**config.mk**
```make
export PLATFORM = sky130hd
export DESIGN_NAME = qsn_controller_pipe
export DESIGN_NICKNAME = d
export VERILOG_FILES = /design/src/rtl/qsn_controller_pipe.sv
export SDC_FILE = /design/constraint.sdc
export NUM_CORES = 1
export LEC_CHECK = 0
export ABC_AREA = 1
export CAP_MARGIN = 20
export CORE_AREA = 2 2 58 60
export CTS_BUF_LIST = sky130_fd_sc_hd__clkbuf_4
export CTS_CLUSTER_DIAMETER = 50
export DETAILED_ROUTE_END_ITERATION = 10
export DIE_AREA = 0 0 60 62
export PLACE_DENSITY_LB_ADDON = 0.1
export SLEW_MARGIN = 30
export SYNTH_ARGS = -nofsm -noshare
export SYNTH_HDL_FRONTEND = slang
export SYNTH_SLANG_ARGS = --single-unit
```
**constraint.sdc**
```tcl
create_clock -name sys_clk -period 3.9 [get_ports sys_clk]
set_clock_uncertainty 0.05 [all_clocks]
set_input_delay 0.78 -clock sys_clk [delete_from_list [all_inputs] [get_ports sys_clk]]
set_output_delay 0.78 -clock sys_clk [all_outputs]
set_load 0.02 [all_outputs]
```
**src/rtl/qsn_controller_pipe.sv**
```systemverilog
// Two-stage QSN barrel-shifter select generator with valid/ready flow control and optional relative-shift mode.
// Define QSN_CTRL_RANGE_CHK_EN to flag out-of-range shift factors (sticky range_err) instead of folding them.
module qsn_controller_pipe #(
  parameter int PERMUTATION_LENGTH = 15,
  parameter int SHIFT_W            = $clog2(PERMUTATION_LENGTH),
  parameter int RELATIVE_MODE      = 1
) (
  input  logic                          sys_clk,
  input  logic                          rst,
  input  logic                          in_valid,
  output logic                          in_ready,
  input  logic [SHIFT_W-1:0]            shift_factor,
  input  logic                          layer_start,
  output logic                          out_valid,
  input  logic                          out_ready,
  output logic [SHIFT_W-1:0]            left_sel,
  output logic [SHIFT_W-1:0]            right_sel,
  output logic [PERMUTATION_LENGTH-2:0] merge_sel,
  output logic [SHIFT_W-1:0]            cur_offset,
  output logic                          range_err
);

  localparam logic [SHIFT_W:0] LEN = (SHIFT_W+1)'(PERMUTATION_LENGTH);

  logic                          s1_valid_q, s1_valid_d;
  logic [SHIFT_W-1:0]            s1_eff_q, s1_eff_d;
  logic [SHIFT_W-1:0]            offset_q, offset_d;
  logic                          s2_valid_q, s2_valid_d;
  logic [SHIFT_W-1:0]            left_q, left_d;
  logic [SHIFT_W-1:0]            right_q, right_d;
  logic [PERMUTATION_LENGTH-2:0] merge_q, merge_d;

  logic                          s1_advance;
  logic                          in_accept;
  logic                          oor;
  logic [SHIFT_W:0]              sf_ext;
  logic [SHIFT_W:0]              t_ext;
  logic [SHIFT_W:0]              base_ext;
  logic [SHIFT_W-1:0]            eff;
  logic [SHIFT_W-1:0]            dec_right;
  logic [PERMUTATION_LENGTH-2:0] dec_merge;

  // Stage 1: reduce the target offset and form the applied shift
  always_comb begin
    s1_advance = !s2_valid_q || out_ready;
    in_ready   = !s1_valid_q || s1_advance;
    in_accept  = in_valid && in_ready;
    sf_ext     = {1'b0, shift_factor};
    oor        = (sf_ext >= LEN);
`ifdef QSN_CTRL_RANGE_CHK_EN
    t_ext      = oor ? '0 : sf_ext;
`else
    t_ext      = oor ? (sf_ext - LEN) : sf_ext;
`endif
    base_ext   = layer_start ? '0 : {1'b0, offset_q};
    if (RELATIVE_MODE != 0) begin
      eff = (t_ext >= base_ext) ? SHIFT_W'(t_ext - base_ext)
                                : SHIFT_W'(t_ext + LEN - base_ext);
    end else begin
      eff = t_ext[SHIFT_W-1:0];
    end
  end

  always_comb begin
    s1_valid_d = s1_valid_q;
    s1_eff_d   = s1_eff_q;
    offset_d   = offset_q;
    if (in_accept) begin
      s1_valid_d = 1'b1;
      s1_eff_d   = eff;
      offset_d   = t_ext[SHIFT_W-1:0];
    end else if (s1_advance) begin
      s1_valid_d = 1'b0;
    end
  end

  // Stage 2: right_sel is zero for s == 0, which also clears every merge lane
  always_comb begin
    dec_right = (s1_eff_q == '0) ? '0 : SHIFT_W'(LEN - {1'b0, s1_eff_q});
    dec_merge = '0;
    for (int unsigned i = 0; i < PERMUTATION_LENGTH - 1; i++) begin
      dec_merge[i] = ((SHIFT_W+1)'(i) < {1'b0, dec_right});
    end
  end

  always_comb begin
    s2_valid_d = s2_valid_q;
    left_d     = left_q;
    right_d    = right_q;
    merge_d    = merge_q;
    if (s1_advance) begin
      s2_valid_d = s1_valid_q;
      if (s1_valid_q) begin
        left_d  = s1_eff_q;
        right_d = dec_right;
        merge_d = dec_merge;
      end
    end
  end

  always_ff @(posedge sys_clk) begin
    if (rst) begin
      s1_valid_q <= 1'b0;
      s1_eff_q   <= '0;
      offset_q   <= '0;
      s2_valid_q <= 1'b0;
      left_q     <= '0;
      right_q    <= '0;
      merge_q    <= '0;
    end else begin
      s1_valid_q <= s1_valid_d;
      s1_eff_q   <= s1_eff_d;
      offset_q   <= offset_d;
      s2_valid_q <= s2_valid_d;
      left_q     <= left_d;
      right_q    <= right_d;
      merge_q    <= merge_d;
    end
  end

`ifdef QSN_CTRL_RANGE_CHK_EN
  logic err_q, err_d;

  always_comb begin
    err_d = err_q || (in_accept && oor);
  end

  always_ff @(posedge sys_clk) begin
    if (rst) begin
      err_q <= 1'b0;
    end else begin
      err_q <= err_d;
    end
  end

  assign range_err = err_q;
`else
  assign range_err = 1'b0;
`endif

  assign out_valid  = s2_valid_q;
  assign left_sel   = left_q;
  assign right_sel  = right_q;
  assign merge_sel  = merge_q;
  assign cur_offset = offset_q;

endmodule

```
==> impl_metrics.csv, run 1 <==
group,metric,value,unit
synthesis,synth_area,1650,sq um
sta,min_period,2960,ps
place,portBuffers,36,
clock_network,post-cts-setup-buffer-count,0,
synthesis,syn-num-nets,243,
global_routing,grtUsageMet1,19.6,%
sta,worst_slack,939,ps
die,rows,21,
place,placed_area,2010,sq um
final_layout,final_cell_area,2060,sq um
place,hpwl,2550,um
sta,rsz0062_at_grt,"false",
sta,setup_viol,0,
pwr,switching_share,34.0,%
global_routing,use_met2,34.0,%
pwr,clkPwrFrac,22.4,%
setup_path,critical_path_required,4080,ps
pwr,power_switching,0.272,mW
pwr,peakVddDrop,0.000145,V
place,pre_cts_ws,604,ps
synthesis,synth.largest_area_cell,"dfxtp_1",
sta,tns,0,ps
routing,avgRoutedWirePerCell,10.5,um
global_routing,grt_max_degree,23,
global_routing,grt_pass1_vias,1231,
routing,viasPerCell,4.78,
pwr,seqPwrFrac,45.6,%
final_layout,post-route-util,64.9,%
pwr,pwr-share-comb,32.0,%
clock_network,ctsHoldBuffers,0,
routing,route.antenna.remaining_nets,0,
die,core_area,3180,sq um
final_layout,nets,277,
synthesis,synthTopCellsByArea,"dfxtp_1 38%, nand2_1 13%, a21oi_1 7.3%",
sta,min_period_over_period,75.9,%
clock_network,cts.path.max_buffers,2,
clock_network,post_cts_resized,0,
setup_path,crit_type,"in -> reg",
routing,vias,1466,
setup_path,cp-end-kind,"flop",
synthesis,yosysUniqueCellTypes,29,
synthesis,syn_avg_cell_area,7.31,sq um
pwr,intPower,0.527,mW
synthesis,synthCells,226,
global_routing,grt_usage,18.5,%
sta,fmax,0.338,GHz
setup_path,worstPathArrival,3150,ps
clock_network,path_clk_slew,90,ps
global_routing,grt_pass1_wl,5080,um
die,dieArea,3720,sq um
global_routing,antenna_found_initial,0,
global_routing,top_usage_layer,"met2",
synthesis,ys_seq_area_share,37.5,%
clock_network,cts_tree,"done",
synthesis,yosysWarnings,0,
setup_path,cp-start-kind,"input port",
routing,dr.pass1.iters,5,
routing,drc,0,
synthesis,ys_seq_elements,31,
die,die_h,62,um
final_layout,antenna_cells,0,
clock_network,cts-root-buf,"clkbuf_4",
setup_path,critPathMaxFanout,4,
pwr,leakage,0.909,nW
place,place_congestion,0.749,
clock_network,cts_sinks,31,
pwr,p_per_area,387,nW/um^2
final_layout,instances_no_fill,307,
sta,hold_viol,0,
place,dp.cells,299,
die,die_x,60,um
die,top_level_ports,38,
final_layout,nFillCells,297,
die,initial_core_util,52.0,%
final_layout,final_common_cell,"nand2_1",
clock_network,htree_levels,2,
routing,drt_wl_total,3220,um
outcome,status,"complete, no violations",
clock_network,clk_latency,330,ps
flow_run,cap_violations,0,
final_layout,syn2layout_area_growth,24.8,%
clock_network,cts-buffers-inserted,5,
synthesis,synth_top_area_share,37.5,%
global_routing,grt_overflow,0,
final_layout,layout-drive-gt1-share,10.7,%
pwr,fin_total_pwr,0.799,mW
sta,whs,419,ps
final_layout,mostFrequentLayoutCells,"58 x nand2_1, 36 x clkdlybuf4s50_1, 31 x dfxtp_1",
routing,drt_iter0_markers,38,
global_routing,grt.met3_usage,4.97,%
hold_path,hold_class,"reg -> reg",
sta,maxSlewViolCount,0,
registers in the layout (all words and copies together) (netlist names):
register    count
s1_eff_q        4
right_sel       3
merge_sel      14
out_valid       1
cur_offset      4
left_sel        4
s1_valid_q      1
cells by family (layout without fill, tap and decap cells):
logic type,count (synthesis),count (layout),synth area share (%)
compound gates,41,41,14.5
xor+xnor,3,3,1.59
fa+ha+maj,8,8,6.96
buf+inv,39,74,10.7
flops,31,31,37.5
other cells,1,1,0.227
simple gates,103,103,28.4
Yosys cell counts, drive strengths merged:
cell    instances
xor2            1
nand3          17
nor3            3
xnor2           2
ha              6
dfxtp          31
nor2           18
a31oi           2
nand2          65
a22oi           1
a21oi          29
fa              2
clkbuf          3
o21ai           9
conb            1
inv            29
buf             7
area by class of cell:
type	count	area [sq um]	share of cell area (%)
flip-flops and latches	31	621	30.1
inverters	29	109	5.28
clock buffers	6	45.0	2.18
multi-input cells	156	855	41.4
repair buffers	37	368	17.8
well taps	46	57.6	2.79
clock inverters	2	7.51	0.364
final timing paths:
| kind | from | end | slack (ps) | depth (start not counted) |
|---|---|---|---|---|
| setup / recovery | shift_factor[0] | s1_eff_q[2] | 940 | 13 |
| hold / removal | merge_sel[10] | merge_sel[10] | 420 | 2 |
| setup reg to reg | cur_offset[2] | s1_eff_q[0] | 2210 | 10 |
| hold reg to reg | merge_sel[10] | merge_sel[10] | 420 | 2 |
metal layers:
layer	wire [um]	up-vias	share of wire, %
met5	0	-	0
met4	39	0	1.2
met1	1360	642	42
met2	1700	34	53
met3	117	4	3.6
li1	-	786	-
power groups by stage:
| stage | registers, mW | clock network (mW) | logic, mW |
|---|---|---|---|
| 3_3_place_gp | 0.371 | 0 | 0.255 |
| 4_1_cts | 0.365 | 0.185 | 0.258 |
| 5_1_grt | 0.369 | 0.200 | 0.284 |
| 2_1_floorplan | 0.401 | 0 | 0.149 |
| 3_5_place_dp | 0.372 | 0 | 0.258 |
| 6_report | 0.365 | 0.179 | 0.256 |
worst max-delay path: stages:
cell             delay [ps]
clkdlybuf4s50_1         540
ha_1                    190
inv_1                    80
a21oi_1                 230
xnor2_1                 200
inv_1                    90
ha_1                    230
fa_1                    380
xor2_1                  170
nand3_1                  90
nand3_1                  70
nand2_1                  70
inv_1                    30
Note: power is estimated with default switching activity, not from simulation.
==> run 2: changes to the inputs <==
- CORE_AREA: 2 2 58 60 -> 2 2 60 62
- DIE_AREA: 0 0 60 62 -> 0 0 62 64
- clock period: 3.9 -> 3.08 ns (I/O delays scaled with it)
==> impl_metrics.csv, run 2 (synthesis results as in run 1) <==
group,metric,value,unit
setup_path,critical_path_required,3270,ps
final_layout,nets,280,
setup_path,worstPathArrival,2880,ps
routing,route.antenna.remaining_nets,0,
routing,vias,1483,
final_layout,largest_reg_flops,14,
final_layout,instances_no_fill,310,
pwr,peakVddDrop,0.000326,V
place,portBuffers,36,
global_routing,grt_pass1_wl,5850,um
routing,dr.pass1.iters,6,
hold_path,hold_class,"reg -> reg",
die,dieArea,3970,sq um
sta,whs,419,ps
pwr,fin_total_pwr,1.02,mW
sta,maxSlewViolCount,0,
final_layout,final_cell_area,2080,sq um
sta,tns,0,ps
final_layout,syn2layout_area_growth,26.1,%
pwr,pwr-share-comb,32.7,%
global_routing,grt_usage,19.3,%
pwr,intPower,0.671,mW
clock_network,path_clk_slew,90,ps
die,top_level_ports,38,
setup_path,cp_slowest_cell,"clkdlybuf4s50_1",
global_routing,grt_max_degree,23,
clock_network,post-cts-setup-buffer-count,0,
pwr,leakage,0.923,nW
sta,min_period_over_period,87.2,%
setup_path,critical_path.most_common_cell,"inv_1",
sta,max_slew_margin,64.7,%
global_routing,grt_pass1_vias,1393,
routing,avgRoutedWirePerCell,10.8,um
die,rows,21,
setup_path,cp-start-kind,"input port",
sta,worst_slack,393,ps
pwr,seqPwrFrac,45.5,%
pwr,p_per_area,487,nW/um^2
clock_network,cts_sinks,31,
die,die_x,62,um
clock_network,cts_tree,"done",
final_layout,post-route-util,63.5,%
setup_path,crit_type,"in -> reg",
place,dp.cells,302,
setup_path,cpPeakStageDelay,520,ps
sta,hold_viol,0,
place,pre_cts_ws,22.4,ps
routing,drc,0,
routing,drt_iter0_markers,51,
sta,fmax,0.372,GHz
setup_path,cp-end-kind,"flop",
global_routing,antenna_found_initial,0,
setup_path,critPathMaxFanout,4,
clock_network,htree_levels,2,
sta,setup_viol,0,
clock_network,cts.path.max_buffers,2,
final_layout,layout-drive-gt1-share,11.7,%
routing,drt_wl_total,3340,um
pwr,clkPwrFrac,21.9,%
place,placed_area,2030,sq um
die,initial_core_util,50.3,%
clock_network,cts-buffers-inserted,5,
place,hpwl,2550,um
pwr,power_switching,0.345,mW
outcome,status,"complete, no violations",
global_routing,grt_overflow,0,
final_layout,final_common_cell,"nand2_1",
sta,rsz0062_at_grt,"false",
clock_network,clk_latency,330,ps
place,place_congestion,0.851,
clock_network,post_cts_resized,0,
final_layout,nFillCells,319,
die,core_area,3280,sq um
routing,viasPerCell,4.78,
clock_network,cts-root-buf,"clkbuf_4",
setup_path,crit_chain,"clkdlybuf4s50_1 -> ha_1 -> inv_1 -> a21oi_1 -> xnor2_1 -> inv_1 -> ha_1 -> fa_1 -> xor2_1 -> nand3_1 -> nand3_1 -> nand2_1 -> inv_1",
flow_run,cap_violations,0,
pwr,switching_share,33.9,%
clock_network,ctsHoldBuffers,0,
die,die_h,64,um
sta,min_period,2690,ps
sta,tightest_slew,528,ps
final_layout,mostFrequentLayoutCells,"58 x nand2_1, 36 x clkdlybuf4s50_1, 31 x dfxtp_1",
final_layout,antenna_cells,0,
[run 2: metal layers]
layer  track usage, %  share of wire (%)  up-vias
met1             26.7                 51      653
li1                 -                  -      793
met5                0                  0        -
met2             28.4                 42       33
met3             7.49                6.4        4
met4             3.99               0.69        0
[run 2: layout make-up]
class                   instances  area, sq um  share of cell area (%)
well taps                      46         57.6                    2.76
multi-input cells             156          855                    41.0
clock inverters                 2         7.51                   0.360
flip-flops and latches         31          621                    29.8
clock buffers                   6         45.0                    2.16
repair buffers                 40          390                    18.7
inverters                      29          109                    5.22
[run 2: worst paths after layout]
kind | startpoint | endpoint | cells after the start | slack [ps]
max reg2reg | cur_offset[2] | s1_eff_q[1] | 10 | 1350
min | merge_sel[12] | merge_sel[12] | 2 | 420
min reg2reg | merge_sel[12] | merge_sel[12] | 2 | 420
max | shift_factor[1] | s1_eff_q[2] | 13 | 390
[run 2: worst max-delay path, delay by kind of cell]
| kind | cells | cell delay (ps) |
|---|---|---|
| adders and majority gates | 3 | 790 |
| buffers and inverters | 4 | 700 |
| xor gates and xnor gates | 2 | 340 |
| and+or+nand+nor | 3 | 220 |
| AOI/OAI and AO/OA | 1 | 210 |
[run 2: power by group through the flow]
stage          Clock [mW]  Combinational, mW  Sequential (mW)
6_report            0.222              0.332            0.462
5_1_grt             0.251              0.373            0.468
3_3_place_gp            0              0.329            0.471
4_1_cts             0.230              0.334            0.462
3_5_place_dp            0              0.332            0.471
2_1_floorplan           0              0.188            0.507
==> run 3: changes to the inputs <==
- HOLD_SLACK_MARGIN: default -> 0.08
==> results of run 3 <==
No change in the layout: final DEF, timing and power equal those of run 2.
==> RTL edit 1 (settings of run 1) <==
Set the parameter `RELATIVE_MODE` to 0 (it was 1).
--- a/src/rtl/qsn_controller_pipe.sv
+++ b/src/rtl/qsn_controller_pipe.sv
@@ -5,3 +5,3 @@
   parameter int SHIFT_W            = $clog2(PERMUTATION_LENGTH),
-  parameter int RELATIVE_MODE      = 1
+  parameter int RELATIVE_MODE      = 0
 ) (
Formal check against the unedited RTL: not equivalent (a bounded check fails within 4 cycles, from zero or initial values and one cycle with rst high).
==> RTL edit 1 against run 1 <==
Final area is 24% lower. Critical endpoint is now in_ready. Power is 29% lower. Sequential cell count is 4 lower. Worst hold slack better by 0.0094 ns. Wire length is 22% lower. Die area stayed put. Worst setup slack better by 0.13 ns. Area after synthesis is 27% lower.
==> RTL edit 1: results (changes against run 1) <==
Drt
  • Pre-antenna DRT Iters: 4 (was 5)
  • DRT met1 WL: 1.20 mm (was 1.36 mm)
  • Met2 Routed Length: 1.17 mm (was 1.70 mm)
  • Via count: 1,056 (was 1,466)
  • Iter 0 DRT Violations: 29 (was 38)
  • WL met3: 107 um (was 117 um)
  • Drt total wl: 2.50 mm (was 3.22 mm)
  • Top Metal Used: met4 (unchanged)
  • Vias per cell: 4.65 (was 4.78)

Power and ir drop
  • Switching share of power: 0.297 (was 0.340)
  • Worst vdd ir: 0.000143 V (was 0.000145 V)
  • Leak pwr: 0.587 nW (was 0.909 nW)

Clocking
  • CTS buffer count: 3 (was 5)
  • Clk root buf: clkbuf_4 (unchanged)
  • Clock Pin Slew Worst Setup and Hold Paths: 0.13 ns (was 0.09 ns)
  • Clk buf depth: 2 (unchanged)
  • CTS HTree Levels: 1 (was 2)
  • Cts repair resizes: 0 (unchanged)
  • Worst skew pair latency: 0.31 ns (was 0.33 ns)
  • Post-CTS Setup Repair Bufs: 0 (unchanged)

Synth
  • Asr flop ratio synth: 0 (unchanged)
  • Synth top area cells: dfxtp_1, a21oi_1, nand2_1 (was dfxtp_1, nand2_1, a21oi_1)
  • Sequential area share after synthesis: 0.449 (was 0.375)
  • Synth Flop Type: dfxtp_1 (unchanged)
  • Cells after synthesis: 152 (was 226)
  • Yosys warnings: 0 (unchanged)
  • Yosys cell types: 23 (was 29)
  • Commonest cells post-synth: dfxtp_1, nand2_1, a21oi_1, nand3_1, nor2_1 (was nand2_1, dfxtp_1, inv_1, a21oi_1)
  • Synth Net Count: 162 (was 243)

Finish
  • Largest register FFs: 14 (unchanged)
  • Nets@finish: 192 (was 277)
  • Share of layout cells above drive strength 1: 0.0939 (was 0.107)
  • Number of fill cells in the layout: 335 (was 297)
  • Ant diodes: 0 (unchanged)
  • Post-layout util: 0.490 (was 0.649)

Timing
  • Worst-Margin Slew: between 0.7 and 0.8 ns

Placed design
  • Detailed Place HPWL: 1.87 mm (was 2.55 mm)
  • Post-place setup slack: 1.08 ns (was 0.604 ns)
  • Placed insts: 223 (was 299)
  • GP Congestion: 0.773 (was 0.749)
  • PortBufs: 35 (was 36)
  • Post-DP Area: 0.00153 mm2 (was 0.00201 mm2)

Critical path
  • Slowest CP cell: clkdlybuf4s50_1 (unchanged)
  • CP arrival: 2.00 ns (was 3.15 ns)
  • Max incr delay on CP: 0.62 ns (was 0.54 ns)
  • Family with the most delay on the worst path: buffers and inverters (was adder cells)
  • Crit-path max FO: 3 (was 4)

Status
  • Status: complete, no violations (unchanged)

Global routing
  • Initial antenna violation count: 0 (unchanged)
  • Met2 usage in global routing: 0.238 (was 0.340)
  • Grt met1 use: 0.189 (was 0.196)
  • Vias in the first global route: 926 (was 1,231)
  • Largest net degree at the start of global routing: 21 (was 23)
  • First-pass GRT wire length: 4.09 mm (was 5.08 mm)
  • GRT Overall Usage: 0.145 (was 0.185)
  • Met3 Track Usage GR: 0.0290 (was 0.0497)

Hold path
  • HP Class: flip-flop to flip-flop (unchanged)

Job
  • Max_cap viols: 0 (unchanged)
==> RTL edit 1: logic make-up (layout without fill, tap and decap cells) <==
logic type | Yosys count | in the layout | share of synthesized area
buffers and inverters | 21 | 50 | 0.105
XOR/XNOR | 1 | 1 | 0.00727
flip-flops | 27 | 27 | 0.449
adder cells (fa/ha/maj) | 1 | 1 | 0.0104
AND/OR/NAND/NOR | 66 | 66 | 0.269
AO/OA/AOI/OAI | 35 | 35 | 0.157
other | 1 | 1 | 0.00311
==> RTL edit 1: worst register-to-register path, cell delays in order, from the launching register on <==
cell and delay, ns:
dfxtp_1 0.66, inv_1 0.21, nor2_2 0.17, nand3_1 0.09
nand3_1 0.10, a21oi_1 0.06
==> RTL edit 1: final cells by class <==
| class | instances | share of cell area |
|---|---|---|
| sequential | 27 | 0.347 |
| multi-input combinational | 104 | 0.345 |
| timing repair buffer | 35 | 0.225 |
| tap | 46 | 0.0369 |
| inverter | 11 | 0.0265 |
| clock buffer | 4 | 0.0193 |
==> RTL edit 1: power groups by stage <==
stage | clock network [mW] | logic [mW] | registers [mW]
global placement | 0 | 0.132 | 0.317
detailed placement | 0 | 0.133 | 0.318
global route | 0.141 | 0.146 | 0.315
floorplan | 0 | 0.0704 | 0.333
CTS | 0.130 | 0.134 | 0.312
finish | 0.123 | 0.133 | 0.312
==> RTL edit 1: worst paths after layout <==
kind	start	endpoint	slack [ns]	cells past startpoint
setup reg to reg	cur_offset[3]	merge_sel[4]	2.43	5
setup / recovery	out_ready	in_ready	1.07	4
hold / removal	merge_sel[11]	merge_sel[11]	0.43	2
hold reg to reg	merge_sel[11]	merge_sel[11]	0.43	2
==> RTL edit 2 (config.mk and constraints of run 1) <==
Without the edit above. The option `QSN_CTRL_RANGE_CHK_EN` is turned on by a define.
--- a/src/rtl/qsn_controller_pipe.sv
+++ b/src/rtl/qsn_controller_pipe.sv
@@ -2,2 +2,4 @@
 // Define QSN_CTRL_RANGE_CHK_EN to flag out-of-range shift factors (sticky range_err) instead of folding them.
+`define QSN_CTRL_RANGE_CHK_EN
+
 module qsn_controller_pipe #(
Function: changed (a bounded check fails within 4 cycles, from zero or initial values and one cycle with rst high).
==> RTL edit 2 against run 1 <==
Fmax grew 4.1%. Area after synthesis shrank 2.8%. Wire length shrank 2.4%. Final area shrank 0.18%. Worst setup slack gained 0.12 ns. Sequential share of layout area grew 1.0 points. Sequential cell count grew 1. Power shrank 1.4%. Worst hold slack is essentially flat.
==> RTL edit 2: results (changes against run 1) <==
Status
  • Status: complete, no violations (unchanged)

Synth
  • Yosys cell types: 32 (was 29)
  • Mean Syn Cell Area: 7.37 um2 (was 7.31 um2)
  • Synth top area cells: dfxtp_1, nand2_1, a21oi_1 (unchanged)
  • Synth Net Count: 232 (was 243)
  • Sequential area share after synthesis: 0.399 (was 0.375)

Placed design
  • PortBufs: 37 (was 36)
  • GP Congestion: 0.800 (was 0.749)
  • Post-place setup slack: 0.886 ns (was 0.604 ns)

Global routing
  • First-pass GRT wire length: 5.27 mm (was 5.08 mm)
  • Grt met1 use: 0.244 (was 0.196)
  • Met3 Track Usage GR: 0.0559 (was 0.0497)
  • Met2 usage in global routing: 0.298 (was 0.340)
  • GRT Overall Usage: 0.190 (was 0.185)

Drt
  • Iter 0 DRT Violations: 37 (was 38)
  • Vias per cell: 4.73 (was 4.78)
  • Pre-antenna DRT Iters: 4 (was 5)
  • Drt total wl: 3.14 mm (was 3.22 mm)

Hold path
  • Hold Path End: merge_sel[9] (was merge_sel[10])
  • Min-delay src: merge_sel[9] (was merge_sel[10])

Critical path
  • Worst R2R Path Depth: 15 (was 10)
  • Reg2reg start: cur_offset[1] (was cur_offset[2])
  • CP arrival: 2.01 ns (was 3.15 ns)
  • Crit-path max FO: 3 (was 4)
  • Flop-to-flop setup slack: 2.06 ns (was 2.21 ns)

Finish
  • Number of fill cells in the layout: 304 (was 297)
  • Nets@finish: 270 (was 277)

Power and ir drop
  • Leak pwr: 0.918 nW (was 0.909 nW)

Timing
  • WHS: 0.419 ns (about the same)
-- RTL edit 2: worst max-delay path, stage by stage --
cell             delay, ns
clkdlybuf4s50_1       0.46
inv_1                 0.05
nand3_1               0.10
clkdlybuf4s50_1       0.62
-- RTL edit 2: cell type report --
class                           instances  area (um2)  area share
Timing Repair Buffer                   38         378       0.184
Clock buffer                            7        52.6      0.0255
Clock inverter                          1        3.75     0.00182
Inverter                               33         126      0.0614
Sequential cell                        32         641       0.311
Tap cell                               46        57.6      0.0280
Multi-Input combinational cell        146         800       0.388
-- RTL edit 2: worst max-delay path by stage --
stage | startpoint | to | slack, ns | depth (start not counted)
CTS | out_ready | in_ready | 1.06 | 4
finish | out_ready | in_ready | 1.06 | 4
global placement | shift_factor[1] | s1_eff_q[3] | 0.93 | 18
detailed placement | shift_factor[1] | s1_eff_q[3] | 0.89 | 18
global route | out_ready | in_ready | 1.01 | 4
floorplan | shift_factor[2] | s1_eff_q[2] | 1.59 | 17
-- RTL edit 2: per-stage QoR --
step | std cells | cell area (um2)
global placement | 295 | 2000
CTS | 303 | 2060
finish | 303 | 2060
floorplan | 218 | 1610
detailed placement | 295 | 2000
global route | 303 | 2060
-- RTL edit 2: layer usage --
layer,wire [um],vias to the layer above
li1,-,779
met4,36,0
met5,0,-
met1,1500,622
met2,1500,26
met3,103,5
-- RTL edit 2: power breakdown --
group          switching [mW]  internal (mW)  total, mW
clock network           0.105         0.0831      0.188
logic                   0.132         0.0957      0.228
registers              0.0181          0.354      0.372
-- RTL edit 2: cell families after synthesis --
kind of cell | after synthesis | synth area share
and+or+nand+nor | 94 | 0.285
AOI/OAI and AO/OA | 45 | 0.163
buffers and inverters | 40 | 0.104
DFF | 32 | 0.399
adders and majority gates | 5 | 0.0389
xor gates and xnor gates | 2 | 0.0109
